`config.mk`:
```
export PLATFORM = sky130hd
export DESIGN_NAME = picorv_mem_arbiter
export DESIGN_NICKNAME = d
export VERILOG_FILES = /design/src/rtl/picorv_mem_arbiter.sv
export SDC_FILE = /design/constraint.sdc
export NUM_CORES = 1
export LEC_CHECK = 0
export BUFFER_PORTS_ARGS = -buffer_cell sky130_fd_sc_hd__buf_2
export CAP_MARGIN = 10
export CORE_AREA = 2 2 123 125
export CTS_BUF_LIST = sky130_fd_sc_hd__clkbuf_8 sky130_fd_sc_hd__clkbuf_16
export CTS_CLUSTER_SIZE = 25
export DETAILED_ROUTE_END_ITERATION = 7
export DIE_AREA = 0 0 125 127
export PLACE_DENSITY = 0.5
export SYNTH_ARGS = -nofsm -noshare
export SYNTH_HDL_FRONTEND = slang
export SYNTH_SLANG_ARGS = --single-unit
export TNS_END_PERCENT = 50
```
`constraint.sdc`:
```
create_clock -name clk -period 3.3 [get_ports clk]
set_input_delay 0.33 -clock clk [delete_from_list [all_inputs] [get_ports clk]]
set_output_delay 0.33 -clock clk [all_outputs]
set_load 0.1 [all_outputs]
```
`src/rtl/picorv_mem_arbiter.sv`:
```
`timescale 1ns/1ps
// -----------------------------------------------------------------------------
// picorv_mem_arbiter
//
// Two-requester arbiter for the picorv32 native memory interface. Two cores
// (or a core plus a DMA-like requester) share one downstream port, normally
// wired to picorv32_to_ahb_master_adapter.
//
// Behaviour:
//   * IDLE picks a winner among the valid requesters. Both valid: round-robin
//     against the last completed owner, or fixed priority to m0.
//   * BUSY forwards the owner's request combinationally to the shared port.
//     It waits for s_mem_ready, the owner dropping mem_valid (abort) or the
//     timeout, whichever comes first.
//   * A timeout completes the transfer towards the owner with 32'hDEAD_BEEF
//     and a one-cycle timeout_err pulse.
//   * Every grant is followed by at least one IDLE cycle.
//
// Parameters:
//   ROUND_ROBIN     1 = alternate between requesters, 0 = m0 always wins
//   TIMEOUT_CYCLES  BUSY cycles without s_mem_ready before forced completion
//                   (0 disables the timeout)
//
// Ports:
//   clk, resetn                     clock, asynchronous active-low reset
//   mN_mem_valid/instr/addr/
//         wdata/wstrb               requester N request (N = 0, 1)
//   mN_mem_ready, mN_mem_rdata      requester N completion and read data
//   s_mem_valid/instr/addr/
//         wdata/wstrb               shared downstream request
//   s_mem_ready, s_mem_rdata        shared downstream completion and data
//   grant                           current owner index, meaningful while busy
//   busy                            arbiter is in BUSY
//   timeout_err                     one-cycle pulse on a timeout completion
// -----------------------------------------------------------------------------
module picorv_mem_arbiter #(
    parameter bit         ROUND_ROBIN    = 1'b1,
    parameter logic [7:0] TIMEOUT_CYCLES = 8'd255
) (
    input  logic        clk,
    input  logic        resetn,

    input  logic        m0_mem_valid,
    input  logic        m0_mem_instr,
    input  logic [31:0] m0_mem_addr,
    input  logic [31:0] m0_mem_wdata,
    input  logic [3:0]  m0_mem_wstrb,
    output logic        m0_mem_ready,
    output logic [31:0] m0_mem_rdata,

    input  logic        m1_mem_valid,
    input  logic        m1_mem_instr,
    input  logic [31:0] m1_mem_addr,
    input  logic [31:0] m1_mem_wdata,
    input  logic [3:0]  m1_mem_wstrb,
    output logic        m1_mem_ready,
    output logic [31:0] m1_mem_rdata,

    output logic        s_mem_valid,
    output logic        s_mem_instr,
    output logic [31:0] s_mem_addr,
    output logic [31:0] s_mem_wdata,
    output logic [3:0]  s_mem_wstrb,
    input  logic        s_mem_ready,
    input  logic [31:0] s_mem_rdata,

    output logic        grant,
    output logic        busy,
    output logic        timeout_err
);

    localparam bit          TIMEOUT_EN    = (TIMEOUT_CYCLES != 8'd0);
    // The counter is cleared on entry to BUSY, so the Nth BUSY cycle sees N-1.
    localparam logic [7:0]  TIMEOUT_LAST  = TIMEOUT_CYCLES - 8'd1;
    localparam logic [31:0] TIMEOUT_RDATA = 32'hDEAD_BEEF;

    typedef enum logic {
        ST_IDLE = 1'b0,
        ST_BUSY = 1'b1
    } state_t;

    state_t     state_reg, state_next;
    logic       owner_reg, owner_next;
    logic       last_owner_reg, last_owner_next;
    logic [7:0] count_reg, count_next;

    logic        is_busy;
    logic        winner;
    logic        own_valid;
    logic        own_instr;
    logic [31:0] own_addr;
    logic [31:0] own_wdata;
    logic [3:0]  own_wstrb;
    logic        xfer_done;
    logic        timeout_hit;
    logic        xfer_abort;

    assign is_busy = (state_reg == ST_BUSY);

    // ------------------------------------------------------------------
    // Arbitration: only consulted in IDLE.
    // ------------------------------------------------------------------
    always_comb begin
        winner = 1'b0;
        if (m0_mem_valid && m1_mem_valid) begin
            winner = ROUND_ROBIN ? ~last_owner_reg : 1'b0;
        end else if (m1_mem_valid) begin
            winner = 1'b1;
        end
    end

    // ------------------------------------------------------------------
    // Owner's request, selected by the registered owner. The non-owner's
    // inputs never reach the shared port while BUSY.
    // ------------------------------------------------------------------
    assign own_valid = owner_reg ? m1_mem_valid : m0_mem_valid;
    assign own_instr = owner_reg ? m1_mem_instr : m0_mem_instr;
    assign own_addr  = owner_reg ? m1_mem_addr  : m0_mem_addr;
    assign own_wdata = owner_reg ? m1_mem_wdata : m0_mem_wdata;
    assign own_wstrb = owner_reg ? m1_mem_wstrb : m0_mem_wstrb;

    // Normal completion takes precedence over a timeout landing on the same
    // cycle. A withdrawn request (abort) takes precedence over both, so a
    // late s_mem_ready never produces a ready the requester no longer expects.
    assign xfer_abort  = is_busy && !own_valid;
    assign xfer_done   = is_busy && own_valid && s_mem_ready;
    assign timeout_hit = TIMEOUT_EN && is_busy && own_valid && !s_mem_ready &&
                         (count_reg == TIMEOUT_LAST);

    // ------------------------------------------------------------------
    // State register
    // ------------------------------------------------------------------
    always_ff @(posedge clk or negedge resetn) begin
        if (!resetn) begin
            state_reg      <= ST_IDLE;
            owner_reg      <= 1'b0;
            last_owner_reg <= 1'b1;
            count_reg      <= 8'd0;
        end else begin
            state_reg      <= state_next;
            owner_reg      <= owner_next;
            last_owner_reg <= last_owner_next;
            count_reg      <= count_next;
        end
    end

    // ------------------------------------------------------------------
    // Next-state logic
    // ------------------------------------------------------------------
    always_comb begin
        state_next      = state_reg;
        owner_next      = owner_reg;
        last_owner_next = last_owner_reg;
        count_next      = count_reg;

        case (state_reg)
            ST_IDLE: begin
                // s_mem_ready is deliberately not looked at here.
                if (m0_mem_valid || m1_mem_valid) begin
                    owner_next = winner;
                    count_next = 8'd0;
                    state_next = ST_BUSY;
                end
            end

            ST_BUSY: begin
                if (xfer_abort) begin
                    // Abandoned transfer does not count as a turn.
                    state_next = ST_IDLE;
                end else if (xfer_done || timeout_hit) begin
                    last_owner_next = owner_reg;
                    state_next      = ST_IDLE;
                end else if (count_reg != 8'hFF) begin
                    // Saturate instead of wrapping so a disabled timeout
                    // never aliases back to a small count.
                    count_next = count_reg + 8'd1;
                end
            end

            default: begin
                state_next = ST_IDLE;
            end
        endcase
    end

    // ------------------------------------------------------------------
    // Per-requester completion. Only the owner ever sees ready; the
    // DEAD_BEEF marker is steered to the owner only on a timeout, every
    // other time both requesters see the slave data directly.
    // ------------------------------------------------------------------
    logic [1:0]  req_ready;
    logic [31:0] req_rdata [2];

    genvar gi;
    generate
        for (gi = 0; gi < 2; gi++) begin : g_req
            localparam logic IDX = (gi == 1);
            logic is_owner;

            assign is_owner       = is_busy && (owner_reg == IDX);
            assign req_ready[gi]  = is_owner && (xfer_done || timeout_hit);
            assign req_rdata[gi]  = (is_owner && timeout_hit) ? TIMEOUT_RDATA
                                                              : s_mem_rdata;
        end
    endgenerate

    assign m0_mem_ready = req_ready[0];
    assign m1_mem_ready = req_ready[1];
    assign m0_mem_rdata = req_rdata[0];
    assign m1_mem_rdata = req_rdata[1];

    // ------------------------------------------------------------------
    // Shared port: all zero outside BUSY; valid is withdrawn on the cycle
    // the timeout fires so the slave does not start a transfer nobody
    // will wait for.
    // ------------------------------------------------------------------
    assign s_mem_valid = is_busy && own_valid && !timeout_hit;
    assign s_mem_instr = is_busy && own_instr;
    assign s_mem_addr  = is_busy ? own_addr  : 32'd0;
    assign s_mem_wdata = is_busy ? own_wdata : 32'd0;
    assign s_mem_wstrb = is_busy ? own_wstrb : 4'd0;

    assign grant       = is_busy && owner_reg;
    assign busy        = is_busy;
    assign timeout_err = timeout_hit;

endmodule
```
# Word-level counts from Yosys, hierarchy flattened

Cells that the tools add are included.

Register bits after elaboration: 11
Output and inout port bits: 139

$add $sub $neg: 1
Eq/ne operators: 6
Muxes and demuxes: 21
Bitwise gates (word level): 4
Reductions and logical operators: 22

Operators by type and width:

| kind                  | number |
|---|---|
| $mux W32              | 6 |
| $mux W8               | 4 |
| $pmux W8 S2           | 1 |
| $logic_and A1 B1 Y1   | 14 |
| $add A8 B1 Y8 const B | 1 |
| $eq A8 B8 Y1 const B  | 1 |
| $mux W4               | 2 |
| $ne A8 B8 Y1 const B  | 1 |
| $mux W1               | 7 |
| $ne A2 B2 Y1 const B  | 3 |
| $not A1 Y1            | 4 |
| $reduce_and A4 Y1     | 1 |
| $logic_not A1 Y1      | 3 |
| $reduce_and A3 Y1     | 1 |
| $logic_or A1 B1 Y1    | 2 |
| $ne A2 B1 Y1 const B  | 1 |
| $pmux W1 S2           | 1 |
| $reduce_and A2 Y1     | 1 |

# Depth between registers and ports, before layout

Gate-level depths: netlist of the first run.

Word-level depth: 8
Mapped depth: 7
Gate-level depth less buffers: 6

# Least setup slack after synthesis of the first run

Ideal clock, no wire load.

Path type: register to output
Start: register state_reg (netlist: busy)
End: output m1_mem_rdata[13]
Arrival: 3.714 ns
Data required time: 2.970 ns
Path slack: -0.744 ns
Stages on the path, launching flop included: 6
Buffers on the path: 1
Cell sequence: dfrtp_1 > nand2b_1 > nor4_4 > nand2_1 > clkbuf_1 > or2b_1

Word-level cells in the longest chain between the ends: 5

Ends and longest elaborated chain:

| element                           | RTL line | RTL |
|---|---|---|
| start, declared                   | 82       | `state_t state_reg, state_next;` |
| start signal, assigned            | 140      | `state_reg <= state_next;` |
| $logic_and A1 B1 Y1 (3 in series) | 127      | `assign timeout_hit = TIMEOUT_EN && is_busy && own_valid && !s_mem_ready &&` |
| named net timeout_err             | 69       | `output logic timeout_err` |
| $logic_and A1 B1 Y1               | 202      | `assign req_rdata[gi] = (is_owner && timeout_hit) ? TIMEOUT_RDATA` |
| $mux W32                          | 202      |  |
| end, declared                     | 57       | `output logic [31:0] m1_mem_rdata,` |

The timed path passes the listed nets, and every way through them passes these cells.

# Final worst setup path of the first run

Start: register count_reg[0]
End: output m0_mem_rdata[9]

Word-level cells in the longest chain between the ends: 4

Ends and longest elaborated chain:

| element                | RTL line | RTL |
|---|---|---|
| start, declared        | 85       | `logic [7:0] count_reg, count_next;` |
| start signal, assigned | 143      | `count_reg <= count_next;` |
| $eq A8 B8 Y1           | 128      | `(count_reg == TIMEOUT_LAST);` |
| $logic_and A1 B1 Y1    | 127      |  |
| $logic_and A1 B1 Y1    | 202      |  |
| $mux W32               | 202      |  |
| end, declared          | 49       | `output logic [31:0] m0_mem_rdata,` |

No other way between the ends.

==> results.toml, run 1 <==
[grt]
grt_max_degree = 77
overflow = 0
track_usage = 0.1124
antenna_found_initial = 1
grt_pass1_wl_mm = 14.79
grt_pass1_vias = 2920

[outcome]
status = "completed"

[routing]
drt-initial-drc-count = 109
drc = 0
routed_wl_mm = 9.895
via_count = 3095
drtAntennaViolNets = 0
first_pass_iters = 4
viasPerCell = 3.963
wl_per_cell_um = 12.67

[layout]
stdcell_area_um2 = 4013
largest_reg_flops = 8
most-common-layout-cells = "313 x buf_2, 76 x nor2_1, 69 x mux2i_1, 24 x or2_2, 14 x or2b_2"
fill_cells = 1624
antenna_cells = 0
fin_nets = 775
seqCellArea_um2 = 284.0
area_delta_synth_final_pct = 85.05
drive_above_1_share = 0.6147
multi_input_area_um2 = 1777
final_common_cell = "buf_2"

[sta]
fmax_ghz = 0.3519
drv_slew = 0
finalHoldViolCount = 0
hold_ws_ns = 0.4553
min_period_ns = 2.842
rsz0062_at_grt = "false"
fin_crit_sh = 0.8611
slew_headroom = 0.6167
tightest_slew_ns = 0.5750
fin_skew_ns = 0.0009485
setup_viol = 0

[clock_network]
cts_root_buf = "clkbuf_16"
cts_setup_buffers = 0
worstSkewPairLatency_ns = 0.24
cts_inserted_buffers = 3
post_cts_resized = 0
path_clk_slew_ns = 0.04
tritoncts = "done"
clock_path_buffers = 2
htree_levels = 1
cts_sinks = 11

[synth]
synth_area_per_cell_um2 = 7.204
yosysSeqAreaShare = 0.1275
synth_area_um2 = 2168
syn_inst = 301
yosysUniqueCellTypes = 39
syn_nets = 478
ys_seq_elements = 11
synth_warnings = 0

[power]
power.leakage_uw = 0.002450
peakVddDrop_v = 0.0008238
powerDensity_nw_per_um2 = 1090

[flow_run]
drv_cap = 0

[min_path]
hold_path_end = "owner_reg"
hold_path.class = "primary input to register"
whs_path_depth = 2
hp-start = "m1_mem_valid"

[floorplanning]
core_area_um2 = 14420
rows = 44
initial_core_util = 0.1503
dieArea_um2 = 15880
die_w_um = 125
io_pins = 314
die_h_um = 127

[place]
port_buffers = 313
gp_congestion = 0.7970
post-dp-hpwl_mm = 8.473
placed_area_um2 = 3924

[critical_path]
r2r_end = "count_reg[0]"
rr_startpoint = "owner_reg"
reg2reg_depth = 5
rrSetupSlack_ns = 1.28
critPathMaxFanout = 32
worstSetupPathType = "register to output pin"
critPathLaunchType = "register"
endpoint_kind = "output pin"
cp.arrival_ns = 2.51
required_ns = 2.97
==> logic make-up (layout without fill, tap and decap cells) <==
kind of cell,Yosys count,after routing,share of synthesized area
DFF,11,11,0.1275
buffers and inverters,30,326,0.06347
adders and majority gates,2,2,0.01154
and+or+nand+nor,166,166,0.3964
AOI/OAI and AO/OA,21,21,0.06694
muxes,71,71,0.3341
==> Yosys cell counts <==
cell | n | share of area
and2b_2 | 1 | 0.0040
nor4_1 | 1 | 0.0029
or2_2 | 24 | 0.069
nor2b_1 | 8 | 0.023
nand2_1 | 6 | 0.010
and3_1 | 2 | 0.0058
nor4_4 | 1 | 0.0098
a32o_1 | 1 | 0.0046
buf_6 | 1 | 0.0052
nand4_1 | 2 | 0.0058
inv_1 | 4 | 0.0069
dfrtp_1 | 10 | 0.12
buf_2 | 8 | 0.018
nor3_1 | 4 | 0.0092
a31oi_1 | 3 | 0.0087
nand3_1 | 4 | 0.0092
o21ai_0 | 5 | 0.012
clkbuf_2 | 3 | 0.0069
mux2i_1 | 69 | 0.32
dfstp_2 | 1 | 0.012
buf_4 | 1 | 0.0035
or2_1 | 1 | 0.0029
a41oi_1 | 1 | 0.0040
a21oi_1 | 4 | 0.0092
and2_1 | 9 | 0.026
nor2_1 | 76 | 0.13
nand3b_1 | 1 | 0.0035
nand2b_1 | 12 | 0.035
o2111a_1 | 2 | 0.010
ha_1 | 2 | 0.012
o32ai_1 | 1 | 0.0040
a21o_1 | 1 | 0.0035
o211ai_1 | 2 | 0.0069
inv_2 | 1 | 0.0017
mux2_2 | 1 | 0.0052
or2b_1 | 14 | 0.048
mux2i_4 | 1 | 0.010
a22o_1 | 1 | 0.0040
clkbuf_1 | 12 | 0.021
==> layout make-up <==
| type | count | area share |
|---|---|---|
| sequential | 11 | 0.07078 |
| multi-input combinational | 260 | 0.4428 |
| clock inverter | 1 | 0.0009355 |
| tap | 184 | 0.05737 |
| clock buffer | 3 | 0.01871 |
| timing repair buffer | 317 | 0.4047 |
| inverter | 5 | 0.004677 |
==> where the power goes <==
part / switching (µW) / internal (µW) / leakage, µW
clock network: 61.4 / 159 / 0.0000423
registers: 48.7 / 174 / 0.000143
logic: 3210 / 722 / 0.00227
==> timing repair <==
action	CTS	global route
endpoints found under the hold margin	10	0
hold buffers	1	0
setup endpoints to repair	0	0
==> stage by stage <==
step	setup WS [ns]	instances	TNS (ns)	power (µW)	utilization
4_1_cts	0.4183	781	0	4418	0.2782
3_3_place_gp	0.7704	776	0	4182	0.2720
2_1_floorplan	-0.1494	301	-1.298	3635	-
6_report	0.4584	781	0	4375	0.2782
5_1_grt	0.2459	781	0	4536	0.2782
3_5_place_dp	0.6837	776	0	4185	0.2720
==> layer usage <==
layer / global-route usage / wire (µm)
met5: 0 / 0
met4: 0.01961 / 152
met3: 0.02513 / 958
met2: 0.2222 / 5061
met1: 0.1235 / 3723
==> worst max-delay path, cell delays in order (launching register included) <==
cell and delay [ns]:
dfrtp_1 0.41, inv_1 0.10, ha_1 0.18, nand3_1 0.15
nor4_4 0.36, and2b_2 0.47, or2_2 0.18, buf_2 0.41
==> worst max-delay path by stage <==
stage	startpoint	endpoint	slack, ns
after CTS	count_reg[0]	m0_mem_rdata[31]	0.42
after global placement	count_reg[0]	m0_mem_rdata[31]	0.77
after global routing	count_reg[0]	m0_mem_rdata[31]	0.25
after floorplan	busy	s_mem_valid	-0.15
final	count_reg[0]	m0_mem_rdata[9]	0.46
after detailed placement	count_reg[0]	m0_mem_rdata[31]	0.68
Power figures use the tool's default switching activity.
==> inputs of run 2 (changes only) <==
- PLACE_DENSITY: 0.5 -> 0.55
- TNS_END_PERCENT: 50 -> 20
==> results.toml, run 2 (synthesis results as in run 1) <==
[critical_path]
critical_path.top_delay_family = "simple AND/OR/NAND/NOR gates"
cp_num_buf_inv = 2
endpoint_kind = "output pin"
max_stage_delay_ns = 0.49
crit_slowest_cell = "and2b_2"
required_ns = 2.97
worstSetupPathType = "register to output pin"
cp.arrival_ns = 2.51
critPathLaunchType = "register"
critPathMaxFanout = 32
cp_cell_sequence = "inv_1 -> ha_1 -> nand3_1 -> nor4_4 -> and2b_2 -> or2_2 -> buf_2"

[power]
power.leakage_uw = 0.002460
comb_power_share = 0.899
p_total_uw = 4369
clockPowerShare = 0.050
power.switching_uw = 3304
peakVddDrop_v = 0.0008166
power.sequential.fraction = 0.051
power_switching_share = 0.7562
p_int_uw = 1065
powerDensity_nw_per_um2 = 1087

[grt]
grt_pass1_wl_mm = 14.51
antenna_found_initial = 0
overflow = 0
grt_pass1_vias = 2916
track_usage = 0.1099
grt_max_degree = 77

[sta]
setup_viol = 0
hold_ws_ns = 0.4544
fmax_ghz = 0.3527
fin_skew_ns = 0.002332
finalWorstSetupSlack_ns = 0.4646
tns_ns = 0
rsz0062_at_grt = "false"
slew_headroom = 0.5727
min_period_ns = 2.835
tightest_slew_ns = 0.6401
fin_crit_sh = 0.8592
drv_slew = 0
finalHoldViolCount = 0

[flow_run]
drv_cap = 0

[place]
post-dp-hpwl_mm = 8.315
preCtsSetupSlack_ns = 0.7296
gp_congestion = 0.8357
port_buffers = 313

[floorplanning]
die_w_um = 125
initial_core_util = 0.1503
dieArea_um2 = 15880
core_area_um2 = 14420
rows = 44
io_pins = 314
die_h_um = 127

[layout]
area_delta_synth_final_pct = 85.40
most-common-layout-cells = "313 x buf_2, 76 x nor2_1, 69 x mux2i_1, 24 x or2_2"
fin_nets = 777
antenna_cells = 0
final_common_cell = "buf_2"
final_util = 0.2787
largest_reg_flops = 8
drive_above_1_share = 0.6093

[routing]
routed_wl_mm = 9.725
drc = 0
viasPerCell = 4.050
drtAntennaViolNets = 0
drt-initial-drc-count = 109
wl_per_cell_um = 12.42
via_count = 3171
first_pass_iters = 4
top_layer_used = "met4"
met3_wirelength_um = 940
wl_met2_mm = 4.822
wl_met1_mm = 3.911

[clock_network]
cts_root_buf = "clkbuf_16"
cts_setup_buffers = 0
worstSkewPairLatency_ns = 0.24
htree_levels = 1
cts_inserted_buffers = 3
tritoncts = "done"
cts_sinks = 11
post_cts_resized = 0
clock_path_buffers = 2
path_clk_slew_ns = 0.04

[outcome]
status = "completed"

[min_path]
hold_path.class = "primary input to register"
==> run 2: changes by cell type in the layout (fill, tap and decap cells not counted) <==
cell      delta
buf_4        +2
nand2b_1     +2
nand2b_2     -2
or2b_1       +2
or2b_2       -2
==> run 2: timing repair <==
action,CTS,global route
hold endpoints to repair,10,0
endpoints found under the setup margin,0,0
hold buffers,1,0
==> run 2: cell type report <==
type / instances / area [µm²]
fillers: 1622 / 10400
multi-input cells: 260 / 1769
repair buffers: 319 / 1639
flip-flops and latches: 11 / 284.0
well taps: 184 / 230.2
clock buffers: 3 / 75.07
inverters: 5 / 18.77
clock inverters: 1 / 3.754
==> run 2: layer usage <==
| metal | global-route usage | vias to the layer above |
|---|---|---|
| li1 | - | 1614 |
| met1 | 0.1272 | 1352 |
| met2 | 0.2107 | 199 |
| met3 | 0.02680 | 6 |
| met4 | 0.01242 | 0 |
| met5 | 0 | - |
==> run 2: worst paths after layout <==
kind	end	slack [ns]	from	depth (start not counted)
max	m0_mem_rdata[25]	0.46	count_reg[0]	7
max in group asynchronous	last_owner_reg	2.52	resetn	2
max reg2reg	count_reg[1]	1.26	owner_reg	5
min in group asynchronous	count_reg[5]	0.50	resetn	2
min	owner_reg	0.45	m0_mem_valid	3
min reg2reg	last_owner_reg	0.51	last_owner_reg	1
==> run 2: per-stage QoR <==
stage / area (µm²) / cells
floorplan: 2187 / 301
global placement: 3931 / 778
detailed placement: 3931 / 778
CTS: 4020 / 783
global route: 4020 / 783
finish: 4020 / 783
==> run 2: power groups by stage <==
stage | Sequential [µW] | Combinational (µW) | Clock [µW]
after floorplan | 224 | 3410 | 0
after global placement | 222 | 3940 | 0
after detailed placement | 223 | 3930 | 0
after CTS | 221 | 3940 | 226
after global routing | 227 | 4070 | 236
final | 221 | 3930 | 219
==> run 2: tightest hold or removal path: cells and delay by family <==
family	cells	cell delay, ns
AO/OA/AOI/OAI	1	0.11
buffers and inverters	1	0.14
AND/OR/NAND/NOR	1	0.07
